[src/rtl/psum_drain_ctrl.sv]
// Drains per-column psum FIFOs round-robin into the ofmap BRAM.
// Ports: clk_i/rst_ni, start_i, psum_empty_i/psum_i in, psum_rd_en_o pop,
// ofmap_wr_* registered write, busy_o (RUN), done_o (one-cycle pulse).
// Optional macro PSUM_DRAIN_RELU_EN: negative words are written as zero.
module psum_drain_ctrl #(
  parameter int G_ARRAY_WIDTH      = 6,
  parameter int G_DATA_WIDTH       = 16,
  parameter int G_OUT_HEIGHT       = 24,
  parameter int G_OUT_WIDTH        = 24,
  parameter int G_ROW_STRIDE       = 6,
  parameter int G_OFMAP_ADDR_WIDTH = 10
) (
  input  logic                         clk_i,
  input  logic                         rst_ni,
  input  logic                         start_i,
  input  logic [0:G_ARRAY_WIDTH-1]     psum_empty_i,
  input  logic [0:G_ARRAY_WIDTH-1][G_DATA_WIDTH-1:0] psum_i,
  output logic [0:G_ARRAY_WIDTH-1]     psum_rd_en_o,
  output logic                         ofmap_wr_en_o,
  output logic [G_OFMAP_ADDR_WIDTH-1:0] ofmap_wr_addr_o,
  output logic [G_DATA_WIDTH-1:0]      ofmap_data_o,
  output logic                         busy_o,
  output logic                         done_o
);

  localparam int NUM_PASSES =
    (G_OUT_HEIGHT + G_ROW_STRIDE - 1) / G_ROW_STRIDE;
  localparam int KW = (G_OUT_WIDTH > 1) ? $clog2(G_OUT_WIDTH) : 1;
  localparam int NW = $clog2(NUM_PASSES + 1);
  localparam int PW = (G_ARRAY_WIDTH > 1) ? $clog2(G_ARRAY_WIDTH) : 1;

  typedef enum logic [1:0] {
    S_IDLE,
    S_RUN,
    S_DONE
  } state_e;

  state_e state_q, state_d;
  logic [KW-1:0] k_q [G_ARRAY_WIDTH];
  logic [KW-1:0] k_d [G_ARRAY_WIDTH];
  logic [NW-1:0] n_q [G_ARRAY_WIDTH];
  logic [NW-1:0] n_d [G_ARRAY_WIDTH];
  logic [PW-1:0] ptr_q, ptr_d;
  logic [0:G_ARRAY_WIDTH-1] last_q, last_d;
  logic [0:G_ARRAY_WIDTH-1] elig;
  logic [0:G_ARRAY_WIDTH-1] grant;
  logic wr_en_q, wr_en_d;
  logic [G_OFMAP_ADDR_WIDTH-1:0] addr_q, addr_d;
  logic [G_DATA_WIDTH-1:0] data_q, data_d;
  logic busy_q, busy_d;
  logic done_q, done_d;
  logic found;
  logic all_done;
  int   gidx;
  int   idx;
  int   row;
  int   lin;

  always_comb begin
    state_d  = state_q;
    k_d      = k_q;
    n_d      = n_q;
    ptr_d    = ptr_q;
    last_d   = '0;
    grant    = '0;
    wr_en_d  = 1'b0;
    addr_d   = addr_q;
    data_d   = data_q;
    found    = 1'b0;
    all_done = 1'b1;
    gidx     = 0;
    idx      = 0;
    row      = 0;
    lin      = 0;

    // A column popped last cycle is skipped so its FWFT head can refresh.
    for (int c = 0; c < G_ARRAY_WIDTH; c++) begin
      elig[c] = (state_q == S_RUN) && !psum_empty_i[c] &&
                !last_q[c] && (n_q[c] != NW'(NUM_PASSES));
    end

    for (int i = 0; i < G_ARRAY_WIDTH; i++) begin
      idx = (int'(ptr_q) + i) % G_ARRAY_WIDTH;
      if (!found && elig[idx]) begin
        found = 1'b1;
        gidx  = idx;
      end
    end

    unique case (state_q)
      S_IDLE: begin
        if (start_i) begin
          state_d = S_RUN;
          ptr_d   = '0;
          for (int c = 0; c < G_ARRAY_WIDTH; c++) begin
            k_d[c] = '0;
            n_d[c] = '0;
          end
        end
      end
      S_RUN: begin
        if (found) begin
          grant[gidx] = 1'b1;
          last_d      = grant;
          ptr_d = (gidx == G_ARRAY_WIDTH - 1) ? '0 : PW'(gidx + 1);
          row = gidx + int'(n_q[gidx]) * G_ROW_STRIDE;
          lin = row * G_OUT_WIDTH + int'(k_q[gidx]);
          // Rows past the ofmap bottom are popped to drain but discarded.
          if (row < G_OUT_HEIGHT) begin
            wr_en_d = 1'b1;
            addr_d  = G_OFMAP_ADDR_WIDTH'(lin);
`ifdef PSUM_DRAIN_RELU_EN
            data_d  = psum_i[gidx][G_DATA_WIDTH-1] ? '0 : psum_i[gidx];
`else
            data_d  = psum_i[gidx];
`endif
          end
          if (k_q[gidx] == KW'(G_OUT_WIDTH - 1)) begin
            k_d[gidx] = '0;
            n_d[gidx] = n_q[gidx] + NW'(1);
          end else begin
            k_d[gidx] = k_q[gidx] + KW'(1);
          end
        end
        for (int c = 0; c < G_ARRAY_WIDTH; c++) begin
          if (n_d[c] != NW'(NUM_PASSES)) all_done = 1'b0;
        end
        if (all_done) state_d = S_DONE;
      end
      S_DONE: state_d = S_IDLE;
      default: state_d = S_IDLE;
    endcase

    busy_d = (state_d == S_RUN);
    done_d = (state_d == S_DONE);
  end

  always_ff @(posedge clk_i or negedge rst_ni) begin
    if (!rst_ni) begin
      state_q <= S_IDLE;
      ptr_q   <= '0;
      last_q  <= '0;
      wr_en_q <= 1'b0;
      addr_q  <= '0;
      data_q  <= '0;
      busy_q  <= 1'b0;
      done_q  <= 1'b0;
      for (int c = 0; c < G_ARRAY_WIDTH; c++) begin
        k_q[c] <= '0;
        n_q[c] <= '0;
      end
    end else begin
      state_q <= state_d;
      ptr_q   <= ptr_d;
      last_q  <= last_d;
      wr_en_q <= wr_en_d;
      addr_q  <= addr_d;
      data_q  <= data_d;
      busy_q  <= busy_d;
      done_q  <= done_d;
      for (int c = 0; c < G_ARRAY_WIDTH; c++) begin
        k_q[c] <= k_d[c];
        n_q[c] <= n_d[c];
      end
    end
  end

  assign psum_rd_en_o    = grant;
  assign ofmap_wr_en_o   = wr_en_q;
  assign ofmap_wr_addr_o = addr_q;
  assign ofmap_data_o    = data_q;
  assign busy_o          = busy_q;
  assign done_o          = done_q;

endmodule
[config.mk]
export PLATFORM = sky130hd
export DESIGN_NAME = psum_drain_ctrl
export DESIGN_NICKNAME = d
export VERILOG_FILES = /design/src/rtl/psum_drain_ctrl.sv
export SDC_FILE = /design/constraint.sdc
export NUM_CORES = 1
export LEC_CHECK = 0
export BUFFER_PORTS_ARGS = -buffer_cell sky130_fd_sc_hd__buf_4
export CAP_MARGIN = 30
export CORE_AREA = 10 10 163 165
export CTS_CLUSTER_DIAMETER = 60
export DETAILED_ROUTE_END_ITERATION = 10
export DIE_AREA = 0 0 173 175
export GPL_TIMING_DRIVEN = 0
export HOLD_SLACK_MARGIN = 0.1
export SLEW_MARGIN = 30
export SYNTH_ARGS = -nofsm -noshare
export SYNTH_HDL_FRONTEND = slang
export SYNTH_SLANG_ARGS = --single-unit
[constraint.sdc]
create_clock -name clk_i -period 11.1 [get_ports clk_i]
set_input_delay 0.555 -clock clk_i [delete_from_list [all_inputs] [get_ports clk_i]]
set_output_delay 0.555 -clock clk_i [all_outputs]
set_load 0.05 [all_outputs]
Word-level counts from Yosys, hierarchy flattened
Index checks and enable logic that the tools add are counted.

storage, ports and cells
  register bits after elaboration = 88
  word-level logic and storage cells = 196

operators by class
  add/subtract/negate cells = 10
  $mul = 2
  div/mod/pow operators = 6
  $lt $le $gt $ge = 9
  equality and inequality tests = 19
  muxes and demuxes = 75
  bitwise operators = 9
  reduce and logical (&&, ||, !) cells = 46

operator list
  operator               count
  $ge 32x4->1 const B    7
  $not 32->32            7
  $mux 32                6
  $mod 32x4->32 const B  5
  $mux 30                3
  $mux 18                4
  $pmux 30 s2            1
  $bmux 16 s3            1
  $ne 3x3->1 const B     12
  $pmux 18 s2            1
  $add 32x7->32          1
  $eq 32x4->1 const B    1
  $lt 32x1->1 const B    1
  $lt 32x6->1 const B    1
  $mod 4x4->32 const B   1
  $mul 32x3->7 const B   1
  $mux 16                2
  $and 30x30->30         1
  $bwmux 30              1
  $not 30->30            1
  $mux 1                 29
  $logic_and 1x1->1      24
  $bmux 1 s3             6
  $bwmux 18              1
  28 further kinds       58

Longest topological paths before layout
Gate-level depths: netlist of the first run.

  depth after elaboration = 43
  gate-level depth with buffers = 42
  depth with buffers taken out = 36

Worst setup path after synthesis of the first run
Ideal clock, no wire load.

  path kind = reg-to-reg
  start point = register ptr_q[1]
  end point = register addr_q[9], in the netlist ofmap_wr_addr_o[9]
  arrival = 8.236 ns
  data required time = 10.975 ns
  setup slack = 2.740 ns
  cell stages (with the launch flop) = 41
  cell sequence = dfrtp_1 inv_1 ha_1 a21oi_1 buf_2 inv_1 ha_1 nand2b_1 or3_1 a32oi_1 a21o_1 and2_1 buf_2 nor3_1 or2_1 buf_2 nor2_4 clkbuf_1 [5 not listed] ha_1 inv_1 fa_1 inv_1 ha_1 a21oi_1 o21bai_1 xor2_1 inv_1 ha_1 inv_1 ha_1 a21oi_1 xor2_1 xnor2_1 xnor2_1 xnor2_1 mux2_2

on the way
  word-level cells in the longest chain between the ends = 29

RTL lines
  element                                                                 line  RTL
  start, declared                                                         43    logic [PW-1:0] ptr_q, ptr_d;
  start signal, assigned                                                  154   ptr_q <= ptr_d;
  parallel branches: the longest is 29 deep, another holds $mod 32x4->32  n/a
  end signal, assigned                                                    157   addr_q <= addr_d;
  end, declared                                                           48    logic [G_OFMAP_ADDR_WIDTH-1:0] addr_q, addr_d;

Parallel ways; which one is timed is not known. The select of a mux whose other input is x is not followed.
A chain may end at the register's enable or synchronous reset.

Worst setup path in the final report of the first run
Same ends and word-level chain as after synthesis.

==> results.md, run 1 <==
- Share of layout cells above drive strength 1: 22.20%
- Clock Skew: 0.008308 ns
- Synth top area share: 27.40%
- Sequential fraction of the synthesis area: 27.40%
- Vias in the first global route: 8206
- Placer Congestion: 0.9450
- Filler cell count: 2450
- Final ANT Viol Nets: 0
- Synth Flop Type: dfrtp_1
- Xor-xnor portion of the synthesized cell area: 3.129%
- Minimum clock period: 10.35 ns
- Cts hold-fix bufs: 0
- First-pass GRT wire length: 46060 um
- Yosys cell types: 100
- Initial Util: 34.55%
- TritonCTS buffer count: 9
- Async SR Flop Fraction: 100.0%
- Compound-gate portion of the synthesized area: 28.94%
- Synth cell count leaders: 115 x nand2_1, 100 x a21oi_1, 88 x dfrtp_1, 56 x nor2_1, 52 x o21ai_0
- Via count: 8347
- Hold WC Path Type: in -> async
- Worst skew pair latency: 0.35 ns
- Clock sink total: 88
- Slew HR: 36.78%
- Worst hold slack: 0.2513 ns
- Crit path DAT: 10.58 ns
- DR WL/cell: 20.81 um
- Final routed DRC violation total: 0
- Buf/Inv on CP: 10
- Post-synth EDFFs: 0
- Synth warn: 0
- Synth Area in Adders: 7.380%
- Synthesized area: 0.008036 mm^2
- Max cap viols: 0
- Setup_tns: 0 ns
- Clk pin slew, worst setup/hold paths: 0.06 ns
- Instance count of the mapped netlist: 972
- Initial antenna violation count: 0
- Fmax: 0.09666 GHz
- RSZ-0062 raised after global routing: false
- Yosys top cell by area: dfrtp_1
- Most frequent cell after synthesis: nand2_1
- Largest net degree at the start of global routing: 89
- Area after DPL: 0.009483 mm^2
- Initial DRC count: 777
- Slowest stage delay, CP: 0.59 ns
- Die Span Y: 175 um
- Post-layout util: 41.95%
- Final HPWL DP: 23360 um
- Syn Nets: 1122
- Register area: 0.002202 mm^2
- Synth area leaders: dfrtp_1 27%, ha_1 6.4%, a21oi_1 6.2%
- Aggregate global-route resource usage: 18.91%
- Post-CTS setup buffers: 0
- Flops & latches, synth: 88
- Final setup vio count: 0
- Port bufs: 139
- I/O Pins: 140
- Die ar.: 0.03028 mm^2
- Row count: 56
- Gr ovfl total: 0
- Multi-input gate area: 0.005370 mm^2
- Core region area: 0.02326 mm^2
- Worst path required time: 11.34 ns
- Critical path launch point type: register
- Status: completed
- Worst-Margin Slew: 0.9244 ns
- Mux contribution to synthesized area: 5.076%
- Post-route cell area: 0.009758 mm^2
- Clock buffer depth: 2
- Synthesized area per cell: 8.268 um^2
- Fin crit share: 93.20%
- Top delay family on crit path: adder cells
- Total iterations of the first detailed-routing run: 5
- Crit path max fanout: 10
- Vias/cell: 5.776
- Nets: 1272
- Setup CP Type: reg -> reg
- Final Max Slew Viols: 0
- CTS tree: yes
- H-tree levels: 3
- Synth Area in Simple Gates: 22.29%
- Root Buffer: clkbuf_16
- Crit. End Element: register
- Final Hold Vio Count: 0
- Post-Route WL: 30070 um
- Die width: 173 um
- Number of antenna diodes: 0
- Main combinational cell family by area after synthesis: compound AO/OA/AOI/OAI gates
- Critical Path Slowest Stage Cell: dfrtp_1
- Syn-to-layout area delta: 21.42%
- Post_cts resized: 0
-- sequential cells by signal, summed over array words and instances, names as in the netlist --
name,count
ptr_q,3
k_q,30
n_q,18
ofmap_wr_addr_o,10
done_o,1
last_q,6
ofmap_data_o,16
busy_o,1
ofmap_wr_en_o,1
state_q,2
-- cell type report --
cell class,instances,share of cell area [%]
multi-input cells,782,55.03
plain buffers,52,2.847
clock buffers,12,2.629
clock inverters,3,0.1795
well taps,319,4.090
repair buffers,139,10.73
flip-flops and latches,88,22.57
inverters,50,1.923
-- layer usage --
metal	vias up	GRT usage [%]	part of all wire, %
met1	4048	23.64	42
met3	63	3.083	5.8
met2	313	31.68	48
met5	-	0	0
met4	0	8.013	3.3
li1	3923	-	-
-- final timing paths --
check | cells past startpoint | slack [ns] | endpoint | startpoint
worst max-delay path | 38 | 0.75 | ofmap_wr_addr_o[9]$_DFFE_PN0P_ | ptr_q[1]$_DFFE_PN0P_
worst min-delay path | 1 | 0.25 | ofmap_data_o[11]$_DFFE_PN0P_ | rst_ni
worst max register to register | 38 | 0.75 | ofmap_wr_addr_o[9]$_DFFE_PN0P_ | ptr_q[1]$_DFFE_PN0P_
worst min register to register | 1 | 0.50 | k_q[26]$_DFFE_PN0P_ | k_q[26]$_DFFE_PN0P_
max in group asynchronous | 1 | 10.25 | n_q[17]$_DFFE_PN0P_ | rst_ni
min in group clk_i | 1 | 0.50 | k_q[26]$_DFFE_PN0P_ | k_q[26]$_DFFE_PN0P_
-- cells by family (layout without fill, tap and decap cells) --
group           Yosys count  after routing
simple gates            342            342
mux                      37             37
compound gates          331            331
buf+inv                 102            256
xor+xnor                 27             27
fa+ha+maj                45             45
flops                    88             88
-- cells in the final DEF (no fill, tap or decap), types with 6 or more instances in the layout --
master | synthesis | layout
mux2_2 | 27 | 27
o22ai_1 | 8 | 8
a22o_1 | 32 | 32
nor3_1 | 25 | 25
nand2_1 | 115 | 115
or3_1 | 12 | 12
nor2_1 | 56 | 56
a211oi_1 | 9 | 9
a21o_1 | 16 | 16
a31oi_1 | 12 | 12
nand3_1 | 40 | 40
clkbuf_16 | 0 | 9
dfrtp_1 | 88 | 88
xor2_1 | 7 | 7
mux2i_1 | 7 | 7
buf_2 | 14 | 14
buf_1 | 10 | 9
nor4b_1 | 6 | 6
o2bb2ai_1 | 10 | 10
xnor2_1 | 18 | 18
inv_1 | 46 | 46
ha_1 | 41 | 41
o21ai_0 | 52 | 52
o211ai_1 | 8 | 8
and3_1 | 15 | 15
nor2b_1 | 9 | 9
clkbuf_1 | 15 | 16
nand2b_1 | 7 | 7
buf_4 | 9 | 147
a21oi_1 | 100 | 100
and2_1 | 8 | 8
-- stage by stage --
step,cells,setup slack (ns)
after global placement,1430,0.7735
after detailed placement,1430,0.7423
after CTS,1445,0.7052
after floorplan,972,2.740
final,1445,0.7550
after global routing,1445,0.1997
Power of run 1 is not shown: default switching activity piles up to over one toggle a cycle in this logic, so the estimate is an artifact.
==> run 2: changes to the inputs <==
Settings changed: CORE_AREA 10 10 163 165 to 10 10 193 140, DIE_AREA 0 0 173 175 to 0 0 203 150.
==> run 2 against run 1 <==
Against the previous run:
- maximum frequency barely moved
- clock skew up 0.0037 ns
- final area up 0.65%
- cell count stayed put
- count of clock-buffer cells in the layout is 1 lower
- critical path depth decreased by 1
- critical endpoint unchanged
==> results.md, run 2 (synthesis gave the netlist of run 1 again) <==
- Initial DRC count: 793 (+2.1%)
- Most common cell after layout, fill and taps aside: buf_4
- Clk pin slew, worst setup/hold paths: 0.07 ns (about the same)
- Hold WC Path Type: in -> async
- Setup slack, reg-to-reg: 0.75 ns (about the same)
- I/O Pins: 140 (unchanged)
- Worst skew pair latency: 0.36 ns (about the same)
- Clock buffer depth: 2 (unchanged)
- Worst-Margin Slew: 1.050 ns (+0.1259 ns)
- Worst setup path startpoint: ptr_q[1]$_DFFE_PN0P_
- Worst path most repeated cell: inv_1
- Die width: 203 um (+17%)
- Share of layout cells above drive strength 1: 22.45% (+0.25 points)
- Final setup vio count: 0 (unchanged)
- Final Hold Vio Count: 0 (unchanged)
- Syn-to-layout area delta: 22.22%
- Max cap viols: 0 (unchanged)
- Worst path required time: 11.34 ns (about the same)
- Slew HR: 28.17% (-8.6 points)
- DR WL/cell: 20.95 um (+0.68%)
- Placer Congestion: 1.002 (+6.0%)
- Clock sink total: 88 (unchanged)
- TritonCTS buffer count: 9 (unchanged)
- Fmax: 0.09667 GHz (about the same)
- Max reg flops: 30 (unchanged)
- Die ar.: 0.03045 mm^2 (+0.58%)
- Setup CP Type: reg -> reg
- Die Span Y: 150 um (-14%)
- CTS tree: yes
- Cts hold-fix bufs: 0 (unchanged)
- Final Max Slew Viols: 0 (unchanged)
- Number of antenna diodes: 0 (unchanged)
- Crit path DAT: 10.59 ns (about the same)
- Minimum clock period: 10.35 ns (-0.00001200 ns)
- Commonest non-fill, non-tap cells in the layout: 147 x buf_4, 115 x nand2_1, 100 x a21oi_1
- Aggregate global-route resource usage: 19.30% (+0.38 points)
- Final HPWL DP: 24020 um (+2.8%)
- Final routed DRC violation total: 0 (unchanged)
- Vias in the first global route: 7917 (-3.5%)
- Largest net degree at the start of global routing: 89 (unchanged)
- R2R Path End: ofmap_wr_addr_o[9]$_DFFE_PN0P_
- Setup crit end: ofmap_wr_addr_o[9]$_DFFE_PN0P_
- Final ANT Viol Nets: 0 (unchanged)
- Clock Skew: 0.01200 ns (+0.003693 ns)
- Core region area: 0.02335 mm^2 (+0.36%)
- Root Buffer: clkbuf_16
- Crit path max fanout: 10 (unchanged)
- Fin crit share: 93.20% (about the same)
- Layout Cells excl Fill: 1445 (unchanged)
- Status: completed
- Setup_tns: 0 ns (unchanged)
- Critical path launch point type: register
- Slowest stage delay, CP: 0.69 ns (+0.10 ns)
- Initial antenna violation count: 0 (unchanged)
- R2R Path Start: ptr_q[1]$_DFFE_PN0P_
- Row count: 47 (-16%)
- Port bufs: 139 (unchanged)
- Initial Util: 34.42% (-0.12 points)
- Via count: 8338 (-0.11%)
- Gr ovfl total: 0 (unchanged)
- Reg2reg path depth: 37 (-2.6%)
- Nets: 1272 (unchanged)
- Reg with most FFs: k_q
- Post-Route WL: 30270 um (+0.68%)
- Critical Path Slowest Stage Cell: nor3_1
- RSZ-0062 raised after global routing: false
- Crit. End Element: register
- H-tree levels: 3 (unchanged)
- Vias/cell: 5.770 (-0.11%)
- Worst hold slack: 0.2305 ns (-0.02085 ns)
- Post-layout util: 42.07% (+0.12 points)
- First-pass GRT wire length: 46450 um (+0.84%)
- Inst Count DP: 1429 (-0.070%)
- Total iterations of the first detailed-routing run: 5 (unchanged)
-- run 2: routing by layer --
layer | share of wire, % | GRT usage, %
met3 | 9.6 | 5.680
met1 | 48 | 28.28
met2 | 42 | 27.45
met4 | 0.86 | 3.012
met5 | 0 | 0
-- run 2: worst min path at each step --
| stage | start | end | slack [ns] | cells past startpoint |
|---|---|---|---|---|
| global placement | ofmap_wr_addr_o[5]$_DFFE_PN0P_ | ofmap_wr_addr_o[5]$_DFFE_PN0P_ | 0.47 | 1 |
| CTS | rst_ni | busy_o$_DFF_PN0_ | 0.30 | 1 |
| finish | rst_ni | ofmap_wr_addr_o[9]$_DFFE_PN0P_ | 0.23 | 1 |
| global route | rst_ni | ofmap_wr_addr_o[9]$_DFFE_PN0P_ | 0.31 | 1 |
| detailed placement | ofmap_wr_addr_o[5]$_DFFE_PN0P_ | ofmap_wr_addr_o[5]$_DFFE_PN0P_ | 0.48 | 1 |
| floorplan | rst_ni | busy_o$_DFF_PN0_ | 0.26 | 0 |
-- run 2: stage by stage --
step           setup slack [ns]  area (um^2)
2_1_floorplan             2.740         8036
3_3_place_gp             0.6312         9478
3_5_place_dp             0.5748         9482
4_1_cts                  0.5460         9819
5_1_grt                 0.05820         9822
6_report                 0.7550         9822
-- run 2: critical path: cells and delay by family, from the launching register on --
kind | cells | cell delay (ns)
AOI/OAI and AO/OA | 8 | 1.92
xor gates and xnor gates | 5 | 0.90
adders and majority gates | 6 | 2.11
buffers and inverters | 11 | 2.55
DFF | 1 | 0.58
muxes | 1 | 0.26
and+or+nand+nor | 6 | 1.86
-- run 2: area by class of cell --
cell class                      count  area, um^2
Fill cell                        2363       13520
Tap cell                          318       397.9
Inverter                           50       187.7
Multi-Input combinational cell    782        5370
Buffer                             52       279.0
Sequential cell                    88        2202
Clock buffer                       11       252.7
Clock inverter                      5       85.08
Timing Repair Buffer              139        1047
-- run 2: what timing repair did --
item,in CTS,in global routing
setup endpoints to repair,0,19
resized for setup,0,2
buffers inserted,0,0
Power of run 2 is left out for the same reason.
==> run 3: changes to the inputs <==
Clock period 11.1 ns to 11.4 ns, I/O delays scaled along.
==> run 3 against run 2 <==
Against the previous run:
- global-route usage unchanged
- register-to-register slack got worse by 0.05 ns
- non-clock buffer count unchanged
- sequential share of layout area about the same
- cell count unchanged
- count of clock-buffer cells in the layout unchanged
- die area unchanged
- core utilization about the same
- final area about the same
==> results.md, run 3 (synthesis gave the netlist of run 1 again) <==
- Clock Skew: 0.01183 ns (-0.0001681 ns)
- Cts hold-fix bufs: 0 (unchanged)
- Max reg flops: 30 (unchanged)
- H-tree levels: 3 (unchanged)
- RSZ-0062 raised after global routing: false
- Status: completed
- Largest net degree at the start of global routing: 89 (unchanged)
- TritonCTS buffer count: 9 (unchanged)
- Root Buffer: clkbuf_16
- Register area: 0.002202 mm^2 (unchanged)
- Clock buffer depth: 2 (unchanged)
- Max cap viols: 0 (unchanged)
- First-pass GRT wire length: 46450 um (unchanged)
- Placer Congestion: 1.002 (unchanged)
- Crit path DAT: 10.93 ns (+0.34 ns)
- Gr ovfl total: 0 (unchanged)
- Die ar.: 0.03045 mm^2 (unchanged)
- Most common cell after layout, fill and taps aside: buf_4
- Post-Route WL: 30260 um (about the same)
- Final Max Slew Viols: 0 (unchanged)
- Initial DRC count: 796 (+0.38%)
- Post_cts resized: 0 (unchanged)
- Reg2reg path depth: 38 (+2.7%)
- Slowest stage delay, CP: 0.58 ns (-0.11 ns)
- Setup_tns: 0 ns (unchanged)
- Port bufs: 139 (unchanged)
- Vias in the first global route: 7917 (unchanged)
- Row count: 47 (unchanged)
- Final Hold Vio Count: 0 (unchanged)
- Inst Count DP: 1429 (unchanged)
- Crit path max fanout: 10 (unchanged)
- Final routed DRC violation total: 0 (unchanged)
- Aggregate global-route resource usage: 19.30% (unchanged)
- Number of antenna diodes: 0 (unchanged)
- Worst path required time: 11.64 ns (+0.30 ns)
- Initial Util: 34.42% (unchanged)
- Die Span Y: 150 um (unchanged)
- R2R Path Start: ptr_q[1]$_DFFE_PN0P_
- Worst setup path startpoint: ptr_q[1]$_DFFE_PN0P_
- Share of layout cells above drive strength 1: 22.27% (-0.18 points)
- Minimum clock period: 10.69 ns (+0.3458 ns)
- Worst skew pair latency: 0.36 ns (about the same)
- Crit. End Element: register
- Nets: 1272 (unchanged)
- Vias/cell: 5.778 (+0.13%)
- Buf/Inv on CP: 10 (-1)
- Core region area: 0.02335 mm^2 (unchanged)
- DR WL/cell: 20.94 um (about the same)
- Post-CTS setup buffers: 0 (unchanged)
- Clk pin slew, worst setup/hold paths: 0.07 ns (about the same)
- Die width: 203 um (unchanged)
- Total iterations of the first detailed-routing run: 5 (unchanged)
- Fin crit share: 93.78% (+0.58 points)
- Fmax: 0.09354 GHz (-3.2%)
- Via count: 8349 (+0.13%)
- Layout Cells excl Fill: 1445 (unchanged)
- Filler cell count: 2365 (+0.085%)
- Commonest non-fill, non-tap cells in the layout: 147 x buf_4, 115 x nand2_1, 100 x a21oi_1
- Slew HR: 28.17% (unchanged)
- Reg with most FFs: k_q
- Clock sink total: 88 (unchanged)
- CTS tree: yes
- Setup CP Type: reg -> reg
- Top delay family on crit path: buffers and inverters
- Final HPWL DP: 24020 um (unchanged)
- Critical path launch point type: register
- Syn-to-layout area delta: 22.19% (about the same)
- Critical Path Slowest Stage Cell: dfrtp_1
- Initial antenna violation count: 0 (unchanged)
- Hold WC Path Type: in -> async
- Final setup vio count: 0 (unchanged)
- Stages on worst setup path: 38 (+2.7%)
- Final ANT Viol Nets: 0 (unchanged)
- Multi-input gate area: 0.005370 mm^2 (unchanged)
- I/O Pins: 140 (unchanged)
- Worst-Margin Slew: 1.050 ns (-0.0000003576 ns)
run 3: worst paths after layout:
| kind | to | slack [ns] |
|---|---|---|
| max | ofmap_wr_addr_o[9]$_DFFE_PN0P_ | 0.71 |
| min | ofmap_wr_addr_o[9]$_DFFE_PN0P_ | 0.24 |
| max reg2reg | ofmap_wr_addr_o[9]$_DFFE_PN0P_ | 0.71 |
| min reg2reg | ofmap_wr_addr_o[5]$_DFFE_PN0P_ | 0.49 |
| max in group asynchronous | k_q[5]$_DFFE_PN0P_ | 10.52 |
| min in group clk_i | ofmap_wr_addr_o[5]$_DFFE_PN0P_ | 0.49 |
run 3: layout make-up:
class / count / share of cell area, %
multi-input combinational: 782 / 54.69
sequential: 88 / 22.43
timing repair buffer: 139 / 10.67
tap: 318 / 4.052
buffer: 52 / 2.816
clock buffer: 11 / 2.574
inverter: 50 / 1.911
clock inverter: 5 / 0.8665
run 3: per-layer routing:
layer	global-route usage [%]	part of all wire, %	vias up
met4	3.012	0.83	0
met2	27.45	42	343
met3	5.680	9.5	31
met5	0	0	-
li1	-	-	3929
met1	28.28	48	4046
run 3: stage by stage:
step / util, % / hold slack [ns] / setup WS, ns / instance area, um^2
after floorplan: - / 0.2744 / 3.040 / 8036
after global placement: 40.60 / 0.4706 / 0.9312 / 9478
final: 42.06 / 0.2446 / 0.7092 / 9819
after detailed placement: 40.61 / 0.4790 / 0.8748 / 9482
after global routing: 42.06 / 0.3227 / 0.02794 / 9819
after CTS: 42.06 / 0.3148 / 0.8460 / 9819
run 3: worst reg2reg max path, delay by kind of cell (launching register included):
| kind | cells | cell delay [ns] |
|---|---|---|
| fa+ha+maj | 7 | 2.36 |
| buf+inv | 10 | 2.56 |
| simple gates | 7 | 1.83 |
| compound gates | 7 | 1.92 |
| flops | 1 | 0.58 |
| xor+xnor | 6 | 1.06 |
| mux | 1 | 0.26 |
Power of run 3 is left out for the same reason.
